$ cat src/rtl/bp_train_scheduler.sv
// bp_train_scheduler: queues resolved branches, arbitrates the weight-table read port and trains perceptron rows
module bp_train_scheduler #(
    parameter int ROWS   = 228,
    parameter int NW     = 8,
    parameter int WW     = 9,
    parameter int SUMW   = 12,
    parameter int THETA  = 27,
    parameter int FDEPTH = 4,
    parameter int STARVE = 4
) (
    input  logic                 clk,
    input  logic                 rst,
    input  logic                 res_valid,
    output logic                 res_ready,
    input  logic [7:0]           res_row,
    input  logic [NW-2:0]        res_hist,
    input  logic                 res_pred,
    input  logic                 res_taken,
    input  logic [SUMW-1:0]      res_sum,
    input  logic                 lk_req,
    input  logic [7:0]           lk_row,
    output logic                 lk_grant,
    output logic                 tbl_rd_en,
    output logic [7:0]           tbl_rd_row,
    input  logic [NW*WW-1:0]     tbl_rd_data,
    output logic                 tbl_wr_en,
    output logic [7:0]           tbl_wr_row,
    output logic [NW*WW-1:0]     tbl_wr_data,
    output logic                 mispredict,
    output logic                 fix_dir,
    output logic                 busy
);
    localparam int AW   = $clog2(FDEPTH);
    localparam int SW   = $clog2(STARVE + 1);
    localparam int RECW = 8 + NW - 1 + 2 + SUMW;
    localparam logic [7:0] LAST  = 8'(ROWS - 1);
    localparam logic [7:0] NROWS = 8'(ROWS);
    localparam logic [SW-1:0] STV = SW'(STARVE);
    localparam logic [AW:0] TWO = (AW + 1)'(2);
    localparam logic signed [SUMW-1:0] TH = SUMW'(THETA);
    localparam logic signed [WW-1:0] WMAX = {1'b0, {(WW - 1){1'b1}}};
    localparam logic signed [WW-1:0] WMIN = {1'b1, {(WW - 1){1'b0}}};
    localparam logic [WW-1:0] ONE = WW'(1);

    typedef enum logic [2:0] {INIT, IDLE, REQ, CALC, WRITE} state_t;

    state_t state;
    logic [7:0] cnt;
    logic [SW-1:0] starve;
    logic sweep;
    logic [RECW-1:0] fifo [FDEPTH];
    logic [AW:0] wp, rp, fcnt;
    logic [AW-1:0] rp_n;
    logic empty, full, push, pop, t_win, h_ok, nxt_ok;
    logic [RECW-1:0] in_rec, h, nxt;
    logic [7:0] h_row;
    logic [NW-2:0] h_hist;
    logic h_taken;
    logic [NW-1:0] xv;
    logic [NW*WW-1:0] nw;

    // record is trainable on a mispredict or a low-confidence sum, and only for a real row;
    // the most negative sum lies outside the symmetric window and is never trainable
    function automatic logic trainable(input logic [RECW-1:0] r);
        logic signed [SUMW-1:0] s;
        s = r[SUMW-1:0];
        return (r[SUMW+1] != r[SUMW] || (s >= -TH && s <= TH)) && r[RECW-1 -: 8] < NROWS;
    endfunction

    assign in_rec   = {res_row, res_hist, res_pred, res_taken, res_sum};
    assign fcnt     = wp - rp;
    assign empty    = wp == rp;
    assign full     = fcnt[AW];
    assign rp_n     = rp[AW-1:0] + 1'b1;
    assign h        = fifo[rp[AW-1:0]];
    assign h_row    = h[RECW-1 -: 8];
    assign h_hist   = h[SUMW+2 +: NW-1];
    assign h_taken  = h[SUMW];
    assign h_ok     = trainable(h);
    assign nxt      = fcnt >= TWO ? fifo[rp_n] : in_rec;
    assign nxt_ok   = (fcnt >= TWO || push) && trainable(nxt);
    assign res_ready = !full && state != INIT && !sweep;
    assign push     = res_valid && res_ready;
    assign pop      = (state == IDLE && !empty && !h_ok) || state == WRITE;
    assign t_win    = state == REQ && (!lk_req || starve == STV);
    assign lk_grant = lk_req && !t_win;
    assign tbl_rd_en  = lk_grant || t_win;
    assign tbl_rd_row = lk_grant ? lk_row : t_win ? h_row : 8'd0;
    assign busy     = state != IDLE || !empty;
    assign xv       = {h_hist, 1'b1};

    for (genvar k = 0; k < NW; k++) begin : g_w
        logic signed [WW-1:0] w;
        logic up;
        assign w  = tbl_rd_data[k*WW +: WW];
        assign up = h_taken == xv[k];
        assign nw[k*WW +: WW] = up ? (w == WMAX ? w : w + ONE) : (w == WMIN ? w : w - ONE);
    end

    // resolution FIFO storage, written on every accepted record
    always_ff @(posedge clk)
        if (push) fifo[wp[AW-1:0]] <= in_rec;

    // FIFO pointers
    always_ff @(posedge clk or negedge rst)
        if (!rst) begin
            wp <= '0;
            rp <= '0;
        end else begin
            if (push) wp <= wp + 1'b1;
            if (pop) rp <= rp + 1'b1;
        end

    // sweep / train sequencer with registered write port and repair pulse
    always_ff @(posedge clk or negedge rst)
        if (!rst) begin
            state       <= INIT;
            cnt         <= '0;
            starve      <= '0;
            sweep       <= 1'b0;
            tbl_wr_en   <= 1'b0;
            tbl_wr_row  <= '0;
            tbl_wr_data <= '0;
            mispredict  <= 1'b0;
            fix_dir     <= 1'b0;
        end else begin
            mispredict <= push && res_pred != res_taken;
            fix_dir    <= push && res_pred != res_taken && res_taken;
            tbl_wr_en  <= 1'b0;
            sweep      <= 1'b0;
            case (state)
                INIT: begin
                    tbl_wr_en   <= 1'b1;
                    tbl_wr_row  <= cnt;
                    tbl_wr_data <= '0;
                    sweep       <= 1'b1;
                    cnt         <= cnt + 1'b1;
                    if (cnt == LAST) state <= IDLE;
                end
                IDLE: if (!empty && h_ok) state <= REQ;
                REQ: begin
                    starve <= t_win ? '0 : starve + 1'b1;
                    if (t_win) state <= CALC;
                end
                CALC: begin
                    tbl_wr_en   <= 1'b1;
                    tbl_wr_row  <= h_row;
                    tbl_wr_data <= nw;
                    state       <= WRITE;
                end
                WRITE: state <= nxt_ok ? REQ : IDLE;
                default: state <= INIT;
            endcase
        end
endmodule

$ cat config.mk
export PLATFORM = sky130hd
export DESIGN_NAME = bp_train_scheduler
export DESIGN_NICKNAME = d
export VERILOG_FILES = /design/src/rtl/bp_train_scheduler.sv
export SDC_FILE = /design/constraint.sdc
export NUM_CORES = 1
export LEC_CHECK = 0
export CORE_MARGIN = 10
export CORE_UTILIZATION = 40
export CTS_CLUSTER_DIAMETER = 80
export DETAILED_ROUTE_END_ITERATION = 10
export MAX_ROUTING_LAYER = met4
export PLACE_DENSITY_LB_ADDON = 0.15
export SLEW_MARGIN = 20
export SYNTH_ARGS = -nofsm -noshare
export SYNTH_HDL_FRONTEND = slang
export SYNTH_SLANG_ARGS = --single-unit
$ cat constraint.sdc
create_clock -name clk -period 2.9 [get_ports clk]
set_input_delay 0.29 -clock clk [delete_from_list [all_inputs] [get_ports clk]]
set_output_delay 0.29 -clock clk [all_outputs]
set_load 0.05 [all_outputs]
Yosys cells after proc, flatten, opt, wreduce, memory -nomap -nowiden:

Memory sizes are Yosys's and may differ from the RTL's.
Cells that the tools add are included.

* add/sub/neg operators: 22
* $lt $le $gt $ge: 7
* eq/ne operators: 37
* muxes and demuxes: 39
* reduce and logical (&&, ||, !) cells: 33

Operators by type and width (number)
* $mux W9: 24
* $eq A9 B9 Y1 const B: 16
* $pmux W72 S2: 1
* $add A9 B1 Y9 const B: 8
* $sub A9 B1 Y9 const B: 8
* $mux W29: 1
* $ge A12 B6 Y1 const B: 2
* $le A12 B6 Y1 const B: 2
* $lt A8 B8 Y1 const B: 2
* $mux W8: 2
* $pmux W8 S2: 1
* $logic_and A1 B1 Y1: 15
* $pmux W3 S5: 1
* $mux W3: 4
* $add A3 B1 Y3 const B: 3
* $add A8 B1 Y8 const B: 1
* $eq A8 B8 Y1 const B: 1
* $eq A1 B1 Y1: 7
* $logic_or A1 B1 Y1: 7
* $eq A3 B2 Y1 const B: 2
* $eq A3 B3 Y1 const B: 2
* $logic_not A1 Y1: 6
* $mux W1: 4
* $ne A2 B2 Y1 const B: 2
* 14 further kinds: 16

* flip-flop bits (word level): 104
* RAM bits: 116
* input bits: 113
* output and inout port bits: 95
* logic and storage cells: 150
* memories kept: 1

Memories
* fifo: words 4, bits a word 29, rd ports 2, clocked after Yosys merged registers in 0, wr ports 1, line 51 `logic [RECW-1:0] fifo [FDEPTH];`

Longest topological paths before layout:

Gate-level depths: netlist of run 1.

* depth in word-level cells: 10
* depth in mapped cells: 11
* gate-level depth less buffers: 10

Worst setup path before layout of run 1:

Ideal clock, no wire load.

* kind: flip-flop to flip-flop
* start: register wp[0]
* end: memory fifo[3][0] (netlist name) (enable)
* library setup time: 0.390 ns
* arrival time: 2.934 ns
* required time: 2.510 ns
* setup slack: -0.424 ns
* cell stages (with the launch flop): 7
* path buffers: 0
* clock period less this slack: 3.324 ns
* cells stage by stage: dfrtp_1 -> inv_1 -> ha_1 -> fa_1 -> xnor3_1 -> nor3b_2 -> and3_1

* word-level cells in the longest chain between the ends: 7

RTL lines
* from (decl): line 52 `logic [AW:0] wp, rp, fcnt;`
* from (signal assigned): line 110 `if (push) wp <= wp + 1'b1;`
* $sub A3 B3 Y3: line 71 `assign fcnt = wp - rp;`
* $logic_not A1 Y1: line 82 `assign res_ready = !full && state != INIT && !sweep;`
* $logic_and A1 B1 Y1 (2 in series): line 82
* net res_ready: line 14 `output logic res_ready,`
* $logic_and A1 B1 Y1: line 83 `assign push = res_valid && res_ready;`
* $mux W1: line 102 `if (push) fifo[wp[AW-1:0]] <= in_rec;`
* $mux W1 (not written as such): line 102
* to (decl): line 51

The timed path passes the listed nets, and every way through them passes these cells.

Final worst setup path of run 1:

* start: register wp[0]
* end: register state[0]

* word-level cells in the longest chain between the ends: 10
* elaborated cells between the ends (all ways): 23
* classes of those cells: add/sub: 1; order compare: 4; eq/ne: 3; mux: 3; reduce/logical: 12

RTL lines
* $sub A3 B3 Y3: line 71
* $ge A3 B2 Y1: line 80, 81
* $mux W29: line 80 `assign nxt = fcnt >= TWO ? fifo[rp_n] : in_rec;`
* $ge A12 B6 Y1 / $le A12 B6 Y1 (equally long branches): line 67 `return (r[SUMW+1] != r[SUMW] || (s >= -TH && s <= TH)) && r[RECW-1 -: 8] < NROWS;`
* $logic_and A1 B1 Y1: line 67
* $logic_or A1 B1 Y1: line 67
* $logic_and A1 B1 Y1: line 67
* $logic_and A1 B1 Y1: line 81 `assign nxt_ok = (fcnt >= TWO || push) && trainable(nxt);`
* $mux W2: line 151 `WRITE: state <= nxt_ok ? REQ : IDLE;`
* $pmux W3 S5: line 131 `case (state)`
* to (signal assigned): line 151
* to (decl): line 47 `state_t state;`

Parallel ways exist; a longest one is shown, timed or not.
A chain may end at the register's enable or synchronous reset.

==> metrics.txt, run 1 <==
status complete, no violations; worst-margin pin slew 908 ps; Reg2Reg Launch Point wp[0]; vias per inst 5.50; Critical Path AT 3180 ps; Peak VDD IR 0.918 mV; dominant synthesized flop cell edfxtp_1; CTS tree built; largest net degree at the start of global routing 82; vias in the first global route 9341; die area 37500 um2; num rows 63; number of synthesized flops with an enable pin 116; count of routing violations after the opening detailed-route iteration 586; leakage power 5.94 nW; Clock Power Share 18.5%; GPL Wtd Cong 0.870; Mapped Nets 1204; chip height 194 um; Final Max Slew Viols 0; yosys warns 0; max incr delay on CP 390 ps; DPL Wire Length 24000 um; Post-DRT Antenna Nets 0; count of cell types in the netlist 84; Worst-path clk slew 60 ps; Top Ports 208; # port buffers 207; Nets 1430; clock skew 9.34 ps; Max Cap Viol 0; CTS Buf Count 26; CP max-delay cell or3_1; WHS 227 ps; final core utilization 52.7%; final wirelength 32600 um; Mapped Area 12100 um2; GR peak layer met2; R2R Setup Slk 140 ps; final hold violation count 0; critical path required time 3320 ps; Max Fclk 0.363 GHz; Starting Density 40.6%; Gate power share 54.3%; crit-path cells inv_1, ha_1, fa_1, xnor3_1, nand2_2, mux2i_1, or3_1, o211ai_2, o211ai_1, a211o_1; crit start category flip-flop; ANT cells 0; Global Route met2 Usage 27.2%; Critical path origin wp[0]; critical path class reg2reg; Flop pwr share 27.2%; Syn-to-layout area delta 30.0%; Clk Latency, worst-skew pair 540 ps; unrepaired setup endpoints after global routing false; Setup TNS 0 ps; grt ovf 0; commonest non-fill, non-tap cell in the layout clkdlybuf4s50_1; core area 29700 um2; Max-slew headroom 39.5%; most frequent cells in the layout clkdlybuf4s50_1 (194), nand2_1 (132), edfxtp_1 (116); met3 usage 3.06%; synthesized flop and latch total 220; Die X 194 um; fraction of registers with async set/reset 47.3%; Seq/Total Area, Yosys 50.5%; gr usage total 17.3%; post-DR wirelength/cell 19.2 um; Tcrit/Tclk final 95.1%; Hold Path Class in2async; postcts setup bufs 0; final setup vio count 0; met1 GRT Util 23.2%; CP max FO 8; via count 9351; clock sinks 220; PwrDens 1090 nW/um2; reg2reg end state[0]; Avg Inst Size Synth 11.3 um2; share of cells above drive strength 1 13.0%; number of H-tree levels 1; initial antenna violation count 0; crit path capture state[0]; DRC 0; Switching Fraction 43.5%; Pint 9.61 mW; final worst path period need 2760 ps; Cells after Synth 1064; Switch Pwr 7.40 mW; first-pass GRT wire length 52500 um; Longest Clk Path Bufs 3; CP Capture Type flip-flop; CTS root buffer clkbuf_16; Pre-antenna DRT Iters 5; cells on worst reg2reg path 10
## worst min path at each step
stage	startpoint	endpoint	slack, ps
floorplan	rst	cnt[0]	-6
global placement	rst	tbl_wr_data[52]	260
detailed placement	rst	tbl_wr_data[52]	250
CTS	rst	tbl_wr_data[52]	220
global route	rst	tbl_wr_data[2]	240
finish	rst	tbl_wr_data[0]	230
## state kept, by name, summed over array words and instances (netlist names)
| signal | count |
|---|---|
| fix_dir | 1 |
| sweep | 1 |
| fifo | 116 |
| starve | 3 |
| cnt | 8 |
| wp | 3 |
| tbl_wr_en | 1 |
| mispredict | 1 |
| tbl_wr_data | 72 |
| state | 3 |
| tbl_wr_row | 8 |
| rp | 3 |
## synthesized netlist by cell type, types with 6 or more instances
cell type  count  area [um2]
nand2b_1      14        87.6
edfxtp_1     116        3480
o22ai_1        7        43.8
inv_1         34         128
buf_4          6        45.0
a31oi_1       13        81.3
o21ai_1       29         145
a22oi_1       12        90.1
nor3_1        28         140
or3_1         13        81.3
nand3_1       37         185
xnor2_1       39         342
a22o_1        16         140
nor2_1        48         180
ha_1          26         325
nor4_1        13        81.3
nand2_1      133         499
o31ai_1        8        60.1
or2_2          9        56.3
a221oi_1      10        87.6
a21oi_1       28         140
nor3b_1        6        45.0
and3_1        13        81.3
clkbuf_1      29         109
o21ai_0       60         300
mux4_2        38         856
dfrtp_1      104        2600
buf_2          6        30.0
a21o_1        12        90.1
nor2b_1        8        50.1
nand4_1       20         125
or4_1          6        45.0
and4_1         7        61.3
xor2_1        24         210
mux2i_1        9        90.1
## repair_timing
item,4_1_cts,5_1_grt
setup endpoints to repair,9,28
pin swaps,0,0
endpoints found under the hold margin,27,0
hold buffers,1,0
resized for setup,1,4
## critical path: cells and delay by family (launching register included)
family / cells / cell delay, ps
AO/OA/AOI/OAI: 3 / 590
buffers and inverters: 1 / 110
AND/OR/NAND/NOR: 2 / 540
multiplexers: 1 / 160
adder cells (fa/ha/maj): 2 / 610
XOR/XNOR: 1 / 250
flip-flops: 1 / 370
## stage by stage
step                setup WS (ps)  power (mW)  instances  instance area (um2)
CTS                          36.0        17.2       1700                15700
detailed placement           55.1        14.0       1651                14800
floorplan                    95.0        11.1       1064                12100
global placement              117        13.9       1651                14800
global route                 7.13        18.1       1700                15700
finish                        142        17.0       1700                15700
## power by group through the flow
stage	Sequential [mW]	Clock (mW)	Combinational (mW)
3_3_place_gp	4.68	0	9.20
4_1_cts	4.64	3.24	9.32
5_1_grt	4.73	3.39	9.99
3_5_place_dp	4.69	0	9.28
2_1_floorplan	5.99	0	5.07
6_report	4.63	3.14	9.24
## cells by family (layout without fill, tap and decap cells)
kind of cell / count (synthesis) / in the layout / synth area share, %
fa+ha+maj: 27 / 27 / 2.87
xor+xnor: 69 / 69 / 5.81
buf+inv: 84 / 330 / 3.31
mux: 54 / 54 / 8.88
simple gates: 370 / 370 / 15.4
compound gates: 240 / 240 / 13.3
flops: 220 / 220 / 50.5
## cell type report
cell class,count,area (um2)
Clock buffer,31,699
Clock inverter,17,140
Fill cell,2615,14000
Inverter,35,131
Multi-Input combinational cell,760,5600
Sequential cell,220,6090
Tap cell,390,488
Timing Repair Buffer,247,2530
## layer usage
metal | wire [um] | share of wire, %
met1 | 14900 | 46
met2 | 15300 | 47
met3 | 1700 | 5.2
met4 | 652 | 2.0
met5 | 0 | 0
No activity file was read; power rests on OpenSTA's default activity.
==> run 2, diff against run 1 <==
--- a/config.mk
+++ b/config.mk
@@ -10,7 +10,6 @@
 export CTS_CLUSTER_DIAMETER = 80
 export DETAILED_ROUTE_END_ITERATION = 10
 export MAX_ROUTING_LAYER = met4
-export PLACE_DENSITY_LB_ADDON = 0.15
 export SLEW_MARGIN = 20
 export SYNTH_ARGS = -nofsm -noshare
 export SYNTH_HDL_FRONTEND = slang
==> run 2 against run 1 <==
Against the previous run: sequential share of layout area is 0.090 points lower; design area rose by 0.23%; utilization is 0.12 points higher; final cell count shrank 0.18%; combinational power up 0.6%; largest power group unchanged; highest routed layer unchanged.
==> metrics.txt, run 2 (synthesized netlist as in run 1, its figures left out) <==
num rows 63; clock skew 14.4 ps; crit start category flip-flop; grt ovf 0; gr usage total 17.1%; WHS 322 ps; initial antenna violation count 0; PwrDens 1090 nW/um2; Die X 194 um; critical path class reg2out; Max-slew headroom 37.5%; max FFs per register 116; Max Cap Viol 0; final wirelength 32400 um; Reg2Reg Launch Point wp[0]; Final Max Slew Viols 0; final setup vio count 0; CP max FO 7; critical path required time 2610 ps; leakage power 5.96 nW; Nets 1428; GPL Wtd Cong 0.867; DRC 0; first-pass GRT wire length 51800 um; Syn-to-layout area delta 30.3%; Starting Density 40.6%; vias in the first global route 9122; CTS Buf Count 25; final hold violation count 0; status complete, no violations; final worst path period need 2730 ps; Clk Latency, worst-skew pair 540 ps; Peak VDD IR 0.783 mV; Pre-antenna DRT Iters 4; unrepaired setup endpoints after global routing true; Critical path origin wp[0]; Longest Clk Path Bufs 3; Post-DRT Antenna Nets 0; core area 29700 um2; clock sinks 220; number of H-tree levels 1; Top Ports 208; CTS tree built; CTS root buffer clkbuf_16; commonest non-fill, non-tap cell in the layout clkdlybuf4s50_1; die area 37500 um2; Hold Path Class in2async; via count 9303; CP Capture Type output port; Worst-path clk slew 60 ps; ANT cells 0; DPL Wire Length 23900 um; final core utilization 52.9%; post-DR wirelength/cell 19.1 um; count of routing violations after the opening detailed-route iteration 474; worst-margin pin slew 938 ps; Max Fclk 0.366 GHz; Tcrit/Tclk final 94.2%; share of cells above drive strength 1 13.0%; largest net degree at the start of global routing 82; R2R Setup Slk 180 ps; chip height 194 um; # port buffers 207; Critical Path AT 2440 ps; vias per inst 5.48; most frequent cells in the layout clkdlybuf4s50_1 (194), nand2_1 (132), edfxtp_1 (116)
==> run 2: cell types whose count changed in the layout (fill, tap and decap cells not counted), sizes merged <==
cell,delta
buf,-1
clkinv,-8
inv,+2
clkbuf,+4
==> run 2: metal layers <==
layer | share of wire, % | global-route usage (%)
met5 | 0 | -
met1 | 47 | 23.2
met4 | 1.8 | 3.52
met2 | 47 | 26.8
met3 | 4.3 | 2.21
==> run 2: final cells by class <==
cell class	instances	area [um2]
timing repair buffer	246	2560
fill	2635	14000
tap	390	488
sequential	220	6090
multi-input combinational	760	5610
clock buffer	35	736
clock inverter	11	104
inverter	35	131
==> run 2: what timing repair did <==
| action | CTS | global route |
|---|---|---|
| endpoints found under the hold margin | 45 | 0 |
| setup buffers | 0 | 1 |
| resized for setup | 1 | 6 |
| hold buffers | 1 | 0 |
| endpoints found under the setup margin | 9 | 12 |
==> run 2: through the flow <==
stage          power [mW]  area [um2]  setup WS (ps)  instances  TNS (ps)
2_1_floorplan        11.1       12100           95.0       1064         0
6_report             17.1       15700            168       1697         0
3_3_place_gp         13.9       14800            143       1649         0
4_1_cts              17.2       15700           3.65       1696         0
3_5_place_dp         14.0       14800           59.1       1649         0
5_1_grt              18.2       15700          -32.8       1697     -32.8
==> run 2: worst max-delay path, stage by stage (launching register included) <==
cell	delay, ps
dfrtp_1	380
inv_1	120
ha_1	230
fa_1	380
xnor3_2	280
nor3b_4	180
buf_4	180
buf_12	140
==> run 2: final timing paths <==
path | to | cells past startpoint
min in group clk | fifo[0][19] | 1
max in group asynchronous | rp[0] | 3
max | res_ready | 7
max reg2reg | state[0] | 10
min | tbl_wr_data[46] | 2
min reg2reg | tbl_wr_data[69] | 1
==> run 2: power breakdown <==
part	total [mW]	leakage, nW	switching [mW]	internal (mW)
Combinational	9.30	3.14	5.62	3.68
Clock	3.18	0.409	1.31	1.87
Sequential	4.62	2.41	0.491	4.13
